$ cat src/rtl/mc_controller_if.sv
// Control bus between the multicycle MIPS datapath and its control unit.
// master = control unit, slave = datapath.
interface mc_controller_if #(parameter int STATE_W = 4);
  logic [5:0]         op;
  logic [5:0]         funct;
  logic               zero;
  logic               memwrite;
  logic               lord;
  logic               irwrite;
  logic               regdst;
  logic               memtoreg;
  logic               regwrite;
  logic               alusrca;
  logic [1:0]         alusrcb;
  logic [2:0]         alucontrol;
  logic               pcen;
  logic [1:0]         pcsrc;
  logic               badinstr;
  logic [STATE_W-1:0] state;

  // No valid/ready: op/funct/zero are taken as valid every cycle and
  // every control output is valid every cycle.
  modport master (
    input  op, funct, zero,
    output memwrite, lord, irwrite, regdst, memtoreg, regwrite,
           alusrca, alusrcb, alucontrol, pcen, pcsrc, badinstr, state
  );

  modport slave (
    output op, funct, zero,
    input  memwrite, lord, irwrite, regdst, memtoreg, regwrite,
           alusrca, alusrcb, alucontrol, pcen, pcsrc, badinstr, state
  );
endinterface

$ cat src/rtl/mc_controller.sv
// Multicycle MIPS control unit: Moore FSM, ALU decoder and PC-enable logic.
// op/funct are captured in DECODE so later states ignore the live inputs.
module mc_controller #(
  parameter int STATE_W = 4
) (
  input  logic              clk,
  input  logic              reset,
  mc_controller_if.master   bus
);

  typedef enum logic [STATE_W-1:0] {
    FETCH    = 4'd0,
    DECODE   = 4'd1,
    MEMADR   = 4'd2,
    MEMRD    = 4'd3,
    MEMWB    = 4'd4,
    MEMWR    = 4'd5,
    EXECUTE  = 4'd6,
    ALUWB    = 4'd7,
    BRANCH   = 4'd8,
    ADDIEXEC = 4'd9,
    ADDIWB   = 4'd10,
    JUMP     = 4'd11
  } state_t;

  localparam logic [5:0] OP_R    = 6'b000000;
  localparam logic [5:0] OP_LW   = 6'b100011;
  localparam logic [5:0] OP_SW   = 6'b101011;
  localparam logic [5:0] OP_BEQ  = 6'b000100;
  localparam logic [5:0] OP_BNE  = 6'b000101;
  localparam logic [5:0] OP_ADDI = 6'b001000;
  localparam logic [5:0] OP_J    = 6'b000010;

  localparam logic [2:0] ALU_ADD = 3'b010;
  localparam logic [2:0] ALU_SUB = 3'b110;
  localparam logic [2:0] ALU_AND = 3'b000;
  localparam logic [2:0] ALU_OR  = 3'b001;
  localparam logic [2:0] ALU_SLT = 3'b111;

  state_t     state_q, state_d;
  logic       badinstr_q;
  logic       bad_set;
  logic       sw_q;
  logic       bne_q;
  logic [2:0] alu_q;
  logic [2:0] dec_alu;
  logic       dec_ok;

  always_comb begin
    dec_alu = ALU_ADD;
    dec_ok  = 1'b1;
    case (bus.funct)
      6'b100000: dec_alu = ALU_ADD;
      6'b100010: dec_alu = ALU_SUB;
      6'b100100: dec_alu = ALU_AND;
      6'b100101: dec_alu = ALU_OR;
      6'b101010: dec_alu = ALU_SLT;
      default:   dec_ok  = 1'b0;
    endcase
  end

  always_ff @(posedge clk or negedge reset) begin
    if (!reset) begin
      state_q    <= FETCH;
      badinstr_q <= 1'b0;
      sw_q       <= 1'b0;
      bne_q      <= 1'b0;
      alu_q      <= ALU_ADD;
    end else begin
      state_q <= state_d;
      if (bad_set) badinstr_q <= 1'b1;
      if (state_q == DECODE) begin
        sw_q  <= (bus.op == OP_SW);
        bne_q <= (bus.op == OP_BNE);
        alu_q <= dec_alu;
      end
    end
  end

  always_comb begin
    state_d = FETCH;
    bad_set = 1'b0;
    case (state_q)
      FETCH:    state_d = DECODE;
      DECODE: begin
        case (bus.op)
          OP_LW, OP_SW:   state_d = MEMADR;
          OP_BEQ, OP_BNE: state_d = BRANCH;
          OP_ADDI:        state_d = ADDIEXEC;
          OP_J:           state_d = JUMP;
          OP_R: begin
            if (dec_ok) state_d = EXECUTE;
            else        bad_set = 1'b1;
          end
          default:        bad_set = 1'b1;
        endcase
      end
      MEMADR:   state_d = sw_q ? MEMWR : MEMRD;
      MEMRD:    state_d = MEMWB;
      EXECUTE:  state_d = ALUWB;
      ADDIEXEC: state_d = ADDIWB;
      default:  state_d = FETCH;
    endcase
  end

  logic       memwrite, lord, irwrite, regdst, memtoreg, regwrite, alusrca;
  logic       pcwrite, branch, branchne, pcen;
  logic [1:0] alusrcb, pcsrc;
  logic [2:0] alucontrol;

  always_comb begin
    memwrite   = 1'b0;
    lord       = 1'b0;
    irwrite    = 1'b0;
    regdst     = 1'b0;
    memtoreg   = 1'b0;
    regwrite   = 1'b0;
    alusrca    = 1'b0;
    alusrcb    = 2'b00;
    alucontrol = 3'b000;
    pcsrc      = 2'b00;
    pcwrite    = 1'b0;
    branch     = 1'b0;
    branchne   = 1'b0;
    case (state_q)
      FETCH: begin
        alusrcb    = 2'b01;
        alucontrol = ALU_ADD;
        irwrite    = 1'b1;
        pcwrite    = 1'b1;
      end
      DECODE: begin
        alusrcb    = 2'b11;
        alucontrol = ALU_ADD;
      end
      MEMADR, ADDIEXEC: begin
        alusrca    = 1'b1;
        alusrcb    = 2'b10;
        alucontrol = ALU_ADD;
      end
      MEMRD: lord = 1'b1;
      MEMWR: begin
        lord     = 1'b1;
        memwrite = 1'b1;
      end
      MEMWB: begin
        memtoreg = 1'b1;
        regwrite = 1'b1;
      end
      EXECUTE: begin
        alusrca    = 1'b1;
        alucontrol = alu_q;
      end
      ALUWB: begin
        regdst   = 1'b1;
        regwrite = 1'b1;
      end
      ADDIWB: regwrite = 1'b1;
      BRANCH: begin
        alusrca    = 1'b1;
        alucontrol = ALU_SUB;
        pcsrc      = 2'b01;
        branch     = ~bne_q;
        branchne   = bne_q;
      end
      JUMP: begin
        pcsrc   = 2'b10;
        pcwrite = 1'b1;
      end
      default: ;
    endcase
    pcen = pcwrite | (branch & bus.zero) | (branchne & ~bus.zero);
    // Reset holds state at FETCH, so FETCH's enables must be masked here.
    if (!reset) begin
      memwrite   = 1'b0;
      lord       = 1'b0;
      irwrite    = 1'b0;
      regdst     = 1'b0;
      memtoreg   = 1'b0;
      regwrite   = 1'b0;
      alusrca    = 1'b0;
      alusrcb    = 2'b00;
      alucontrol = 3'b000;
      pcsrc      = 2'b00;
      pcen       = 1'b0;
    end
  end

  assign bus.memwrite   = memwrite;
  assign bus.lord       = lord;
  assign bus.irwrite    = irwrite;
  assign bus.regdst     = regdst;
  assign bus.memtoreg   = memtoreg;
  assign bus.regwrite   = regwrite;
  assign bus.alusrca    = alusrca;
  assign bus.alusrcb    = alusrcb;
  assign bus.alucontrol = alucontrol;
  assign bus.pcen       = pcen;
  assign bus.pcsrc      = pcsrc;
  assign bus.badinstr   = badinstr_q;
  assign bus.state      = state_q;

endmodule

$ cat src/flat_wrapper.sv
// flat-port wrapper written by rule: the top's interface ports become plain ports
module mc_controller_flat 
#(
  parameter int STATE_W = 4
)
  (clk, reset, bus_op, bus_funct, bus_zero, bus_memwrite, bus_lord, bus_irwrite, bus_regdst, bus_memtoreg, bus_regwrite, bus_alusrca, bus_alusrcb, bus_alucontrol, bus_pcen, bus_pcsrc, bus_badinstr, bus_state);
  mc_controller_if #(.STATE_W(STATE_W)) bus_i ();
  input  logic clk;
  input  logic reset;
  input wire logic [$bits(bus_i.op)-1:0] bus_op;
  input wire logic [$bits(bus_i.funct)-1:0] bus_funct;
  input wire logic [$bits(bus_i.zero)-1:0] bus_zero;
  output wire logic [$bits(bus_i.memwrite)-1:0] bus_memwrite;
  output wire logic [$bits(bus_i.lord)-1:0] bus_lord;
  output wire logic [$bits(bus_i.irwrite)-1:0] bus_irwrite;
  output wire logic [$bits(bus_i.regdst)-1:0] bus_regdst;
  output wire logic [$bits(bus_i.memtoreg)-1:0] bus_memtoreg;
  output wire logic [$bits(bus_i.regwrite)-1:0] bus_regwrite;
  output wire logic [$bits(bus_i.alusrca)-1:0] bus_alusrca;
  output wire logic [$bits(bus_i.alusrcb)-1:0] bus_alusrcb;
  output wire logic [$bits(bus_i.alucontrol)-1:0] bus_alucontrol;
  output wire logic [$bits(bus_i.pcen)-1:0] bus_pcen;
  output wire logic [$bits(bus_i.pcsrc)-1:0] bus_pcsrc;
  output wire logic [$bits(bus_i.badinstr)-1:0] bus_badinstr;
  output wire logic [$bits(bus_i.state)-1:0] bus_state;
  assign bus_i.op = bus_op;
  assign bus_i.funct = bus_funct;
  assign bus_i.zero = bus_zero;
  assign bus_memwrite = bus_i.memwrite;
  assign bus_lord = bus_i.lord;
  assign bus_irwrite = bus_i.irwrite;
  assign bus_regdst = bus_i.regdst;
  assign bus_memtoreg = bus_i.memtoreg;
  assign bus_regwrite = bus_i.regwrite;
  assign bus_alusrca = bus_i.alusrca;
  assign bus_alusrcb = bus_i.alusrcb;
  assign bus_alucontrol = bus_i.alucontrol;
  assign bus_pcen = bus_i.pcen;
  assign bus_pcsrc = bus_i.pcsrc;
  assign bus_badinstr = bus_i.badinstr;
  assign bus_state = bus_i.state;
  mc_controller #(.STATE_W(STATE_W)) u_core (.clk(clk), .reset(reset), .bus(bus_i));
endmodule
$ cat config.mk
export PLATFORM = sky130hd
export DESIGN_NAME = mc_controller_flat
export DESIGN_NICKNAME = d
export VERILOG_FILES = /design/src/rtl/mc_controller_if.sv /design/src/rtl/mc_controller.sv /design/src/flat_wrapper.sv
export SDC_FILE = /design/constraint.sdc
export NUM_CORES = 1
export LEC_CHECK = 0
export CAP_MARGIN = 15
export CORE_MARGIN = 3
export CORE_UTILIZATION = 40
export DETAILED_ROUTE_END_ITERATION = 10
export GPL_TIMING_DRIVEN = 0
export PLACE_DENSITY_LB_ADDON = 0.25
export SYNTH_ARGS = -nofsm -noshare
export SYNTH_HDL_FRONTEND = slang
export SYNTH_SLANG_ARGS = --single-unit
$ cat constraint.sdc
create_clock -name clk -period 2.11 [get_ports clk]
set_clock_uncertainty 0.05 [all_clocks]
set_input_delay 0.211 -clock clk [delete_from_list [all_inputs] [get_ports clk]]
set_output_delay 0.211 -clock clk [all_outputs]
set_load 0.1 [all_outputs]
# Word-level counts from Yosys, hierarchy flattened
# Index checks and enable logic that the tools add are counted.
# totals
output_inout_bits	20
regBits	10
input_bits	15
word_cells	78
# classes
mux	33
n_bitwise	6
eq_ne	22
reduce_logical	12
# ops
op	n
6-bit == test, second input constant	7
4-bit one-hot mux with 6 select lines	1
1-bit 2-to-1 mux	21
4-bit one-hot mux with 5 select lines	1
4-bit by 3-bit == test with 1-bit output, second input constant	4
4-bit == test, second input constant	4
6-bit by 3-bit == test with 1-bit output, second input constant	2
3-bit one-hot mux with 4 select lines	1
2-bit OR reduction	5
3-bit 2-to-1 mux	3
3-bit one-hot mux with 3 select lines	1
4-bit by 2-bit == test with 1-bit output, second input constant	2
4-bit OR reduction	2
6-bit by 2-bit == test with 1-bit output, second input constant	1
6-bit by 4-bit == test with 1-bit output, second input constant	1
6-bit zero test	1
2-bit one-hot mux with 3 select lines	1
6-bit OR reduction	1
5-bit OR reduction	1
4-bit by 1-bit == test with 1-bit output, second input constant	1
4-bit zero test	1
2-bit 2-to-1 mux	2
2-bit one-hot mux with 2 select lines	1
3-bit OR reduction	1
4 further kinds	7

# Logic depth before layout (Yosys ltp)
# depth
ltp_word	6
depth_mapped	5

# Worst setup path before layout
# OpenSTA, ideal clock, no wires.
# synth_timing
kind	reg2out
startpoint	register u_core.state_q[2], in the netlist u_core.bus.state[2]
endpoint	output bus_alucontrol[0]
n_path_buf	1
path_stages_with_launch	5
setup_slack_ns	-2.639
arrival_ns	4.488
path_cell_list	dfrtp_1 -> clkbuf_1 -> nor2b_1 -> nand2_1 -> nor4_1
# synth_via
elab_chain_len	4
# synth_lines
element	line_no	rtl
from (decl)	mc_controller.sv:40	state_t state_q, state_d;
from (signal assigned)	mc_controller.sv:70	state_q <= state_d;
4-bit by 2-bit == test with 1-bit output, or another cell as far along	mc_controller.sv:125	case (state_q)
4-bit OR reduction (no line)	-	
3-bit one-hot mux with 3 select lines (*)	mc_controller.sv:125	
3-bit 2-to-1 mux (*)	mc_controller.sv:174	if (!reset) begin
to (decl)	flat_wrapper.sv:21	output wire logic [$bits(bus_i.alucontrol)-1:0] bus_alucontrol;
# Every way passes the cells marked *; elsewhere a longest branch is shown, timed or not.

# Worst setup path after layout
# layout_timing
startpoint	register u_core.state_q[3], in the netlist u_core.bus.state[3]
endpoint	output bus_state[3]
# layout_lines
element	line_no	rtl
to (decl)	flat_wrapper.sv:25	output wire logic [$bits(bus_i.state)-1:0] bus_state;
# No word-level cell between the ends.

==> flow_metrics.env <==
export IMPL_post_route_min_period_ns=2.07
export IMPL_wl_per_cell_um=13.8
export IMPL_setup_slack_ns=0.0381
export IMPL_finalCritPeriodShare=0.982
export IMPL_nets=161
export IMPL_vias=923
export IMPL_arrival_ns=1.81
export IMPL_stdcell_count=170
export IMPL_diodes=0
export IMPL_final_cell_mix="14 x clkdlybuf4s50_1, 10 x nand2_1, 8 x o21ai_0"
export IMPL_num_io_pins=35
export IMPL_cts_max_path_buffers=2
export IMPL_remaining_drc_errors=0
export IMPL_cts_tree="yes"
export IMPL_fin_hold_ws_ns=0.100
export IMPL_synthFlopType="dfrtp_1"
export IMPL_avgSynthCellArea_um2=7.51
export IMPL_worstReg2RegStart="u_core.bus.state[1]"
export IMPL_setup_viol=0
export IMPL_crit_type="flip-flop to output port"
export IMPL_grt_usage=0.204
export IMPL_synthCells=107
export IMPL_synth_nets=122
export IMPL_grt_pass1_wl_um=3980
export IMPL_die_y_um=50.8
export IMPL_design_area_um2=1410
export IMPL_cts_sinks=10
export IMPL_status="finished, final reports clean"
export IMPL_grt_max_degree=11
export IMPL_first_pass_iters=4
export IMPL_slew_headroom=0.355
export IMPL_reg2reg_slack_ns=0.36
export IMPL_grt_pass1_vias=927
export IMPL_cp_end_kind="output port"
export IMPL_gr_total_overflow=0
export IMPL_fin_setup_tns_ns=0
export IMPL_cts_htree_levels=1
export IMPL_synthesis_area_um2=803
export IMPL_area_growth_syn_to_layout_pct=75.7
export IMPL_hold_class="input pin to async pin"
export IMPL_irDropWorstVdd_uv=803
export IMPL_r2r_cells=5
export IMPL_seq_area_frac_synth=0.313
export IMPL_num_rows=15
export IMPL_drv_cap=0
export IMPL_root_buffer="clkbuf_4"
export IMPL_die_w_um=50.8
export IMPL_routed_wl_um=2340
export IMPL_port_buffers=33
export IMPL_drive_gt1_frac=0.366
export IMPL_postSynth_asyncResetShare=1.00
export IMPL_dpl_worst_slack_ns=-1.30
export IMPL_slew_violations=0
export IMPL_power_density_nw_per_um2=1170
export IMPL_worst_pin_slew_ns=0.964
export IMPL_crit_chain="clkdlybuf4s50_1"
export IMPL_hold_viol=0
export IMPL_critical_path_slowest_cell="clkdlybuf4s50_1"
export IMPL_crit_fanout=3
export IMPL_dp_cells=165
export IMPL_grt_setup_unrepaired="true"
export IMPL_ant_nets=0
export IMPL_cp_top_family="buffers and inverters"
export IMPL_dp_hpwl_um=1840
export IMPL_synth_edff_count=0
export IMPL_cp_buffers_inverters=1
export IMPL_numCtsBuffers=3
export IMPL_insertion_delay_ns=0.26
export IMPL_antenna_found_initial=0
export IMPL_post_cts_setup_buffers=0
export IMPL_cpPeakStageDelay_ns=1.13
export IMPL_final_common_cell="clkdlybuf4s50_1"
export IMPL_fin_util=0.783
export IMPL_placed_cell_area_um2=1360
export IMPL_viasPerCell=5.43
export IMPL_start_util=0.446
export IMPL_core_um2=1800
export IMPL_power_total_mw=1.66
export IMPL_dieArea_um2=2580
export IMPL_cp_start_kind="flip-flop"
export IMPL_worstSetupStartpoint="u_core.bus.state[3]"
export IMPL_ys_warnings_count=0
export IMPL_p_leak_nw=0.577
export IMPL_cp_required_ns=1.85
export IMPL_fmaxAchievable_mhz=483
export IMPL_drt_first_iter_violations=17
export IMPL_gp_congestion=0.771
export IMPL_r2r_end="u_core.alu_q[0]"
export IMPL_yosys_cell_types_count=34
export IMPL_synth_seq_cells=10
export IMPL_path_clk_slew_ns=0.07
## how the worst max path moves through the flow
stage | end | slack (ns) | cells after the start
2_1_floorplan | bus_pcen | -0.50 | 5
3_3_place_gp | bus_pcen | -1.24 | 6
3_5_place_dp | bus_pcen | -1.30 | 6
4_1_cts | bus_state[2] | 0.0008 | 1
5_1_grt | bus_regwrite | -0.009 | 6
6_report | bus_state[3] | 0.04 | 1
## synth_stat cells (2+ instances only)
library cell	count	area share
dfrtp_1	9	0.28
and2_1	2	0.016
o21ai_0	8	0.050
nor4b_1	4	0.044
clkbuf_1	5	0.023
nand2b_1	5	0.039
nor2_1	11	0.051
mux2i_1	2	0.025
or3_1	3	0.023
nand2_1	12	0.056
nor2b_1	3	0.023
nor3_1	6	0.037
a21oi_1	6	0.037
o22ai_1	2	0.016
nor4_1	2	0.016
xor2_1	2	0.022
nand3_1	2	0.012
inv_1	5	0.023
nor3b_1	3	0.028
## layer usage
| layer | global-route usage | wire length [um] | vias up |
|---|---|---|---|
| met5 | 0 | 0 | - |
| li1 | - | - | 459 |
| met2 | 0.391 | 1240 | 36 |
| met4 | 0.0987 | 32 | 0 |
| met1 | 0.217 | 917 | 424 |
| met3 | 0.0233 | 152 | 4 |
## timing repair
item	CTS	global route
hold buffers	1	0
setup endpoints to repair	17	10
pin swaps	0	0
cloned	0	0
gates resized for setup	93	15
hold endpoints to repair	9	0
## report_power, final
part	total [mW]	leakage, nW	switching, mW	internal [mW]
Combinational	1.18	0.435	0.863	0.314
Clock	0.170	0.0210	0.0649	0.105
Sequential	0.311	0.121	0.0588	0.253
Total	1.66	0.577	0.987	0.671
## flip-flops by register name, summed over array words and instances (netlist names)
name / cells
u_core.bne_q: 1
u_core.bus.badinstr: 1
u_core.bus.state: 4
u_core.sw_q: 1
u_core.alu_q: 3
## final cells by class
| cell class | count | area, um^2 |
|---|---|---|
| multi-input combinational | 86 | 679 |
| buffer | 6 | 45.0 |
| sequential | 10 | 267 |
| fill | 131 | 390 |
| tap | 25 | 31.3 |
| inverter | 5 | 18.8 |
| clock buffer | 4 | 36.3 |
| timing repair buffer | 34 | 334 |
## cell families after synthesis
group / after synthesis / share of synthesized area
flops: 10 / 0.313
xor+xnor: 3 / 0.0327
mux: 2 / 0.0249
buf+inv: 11 / 0.0530
compound gates: 24 / 0.182
simple gates: 57 / 0.394
Power figures use the tool's default switching activity.
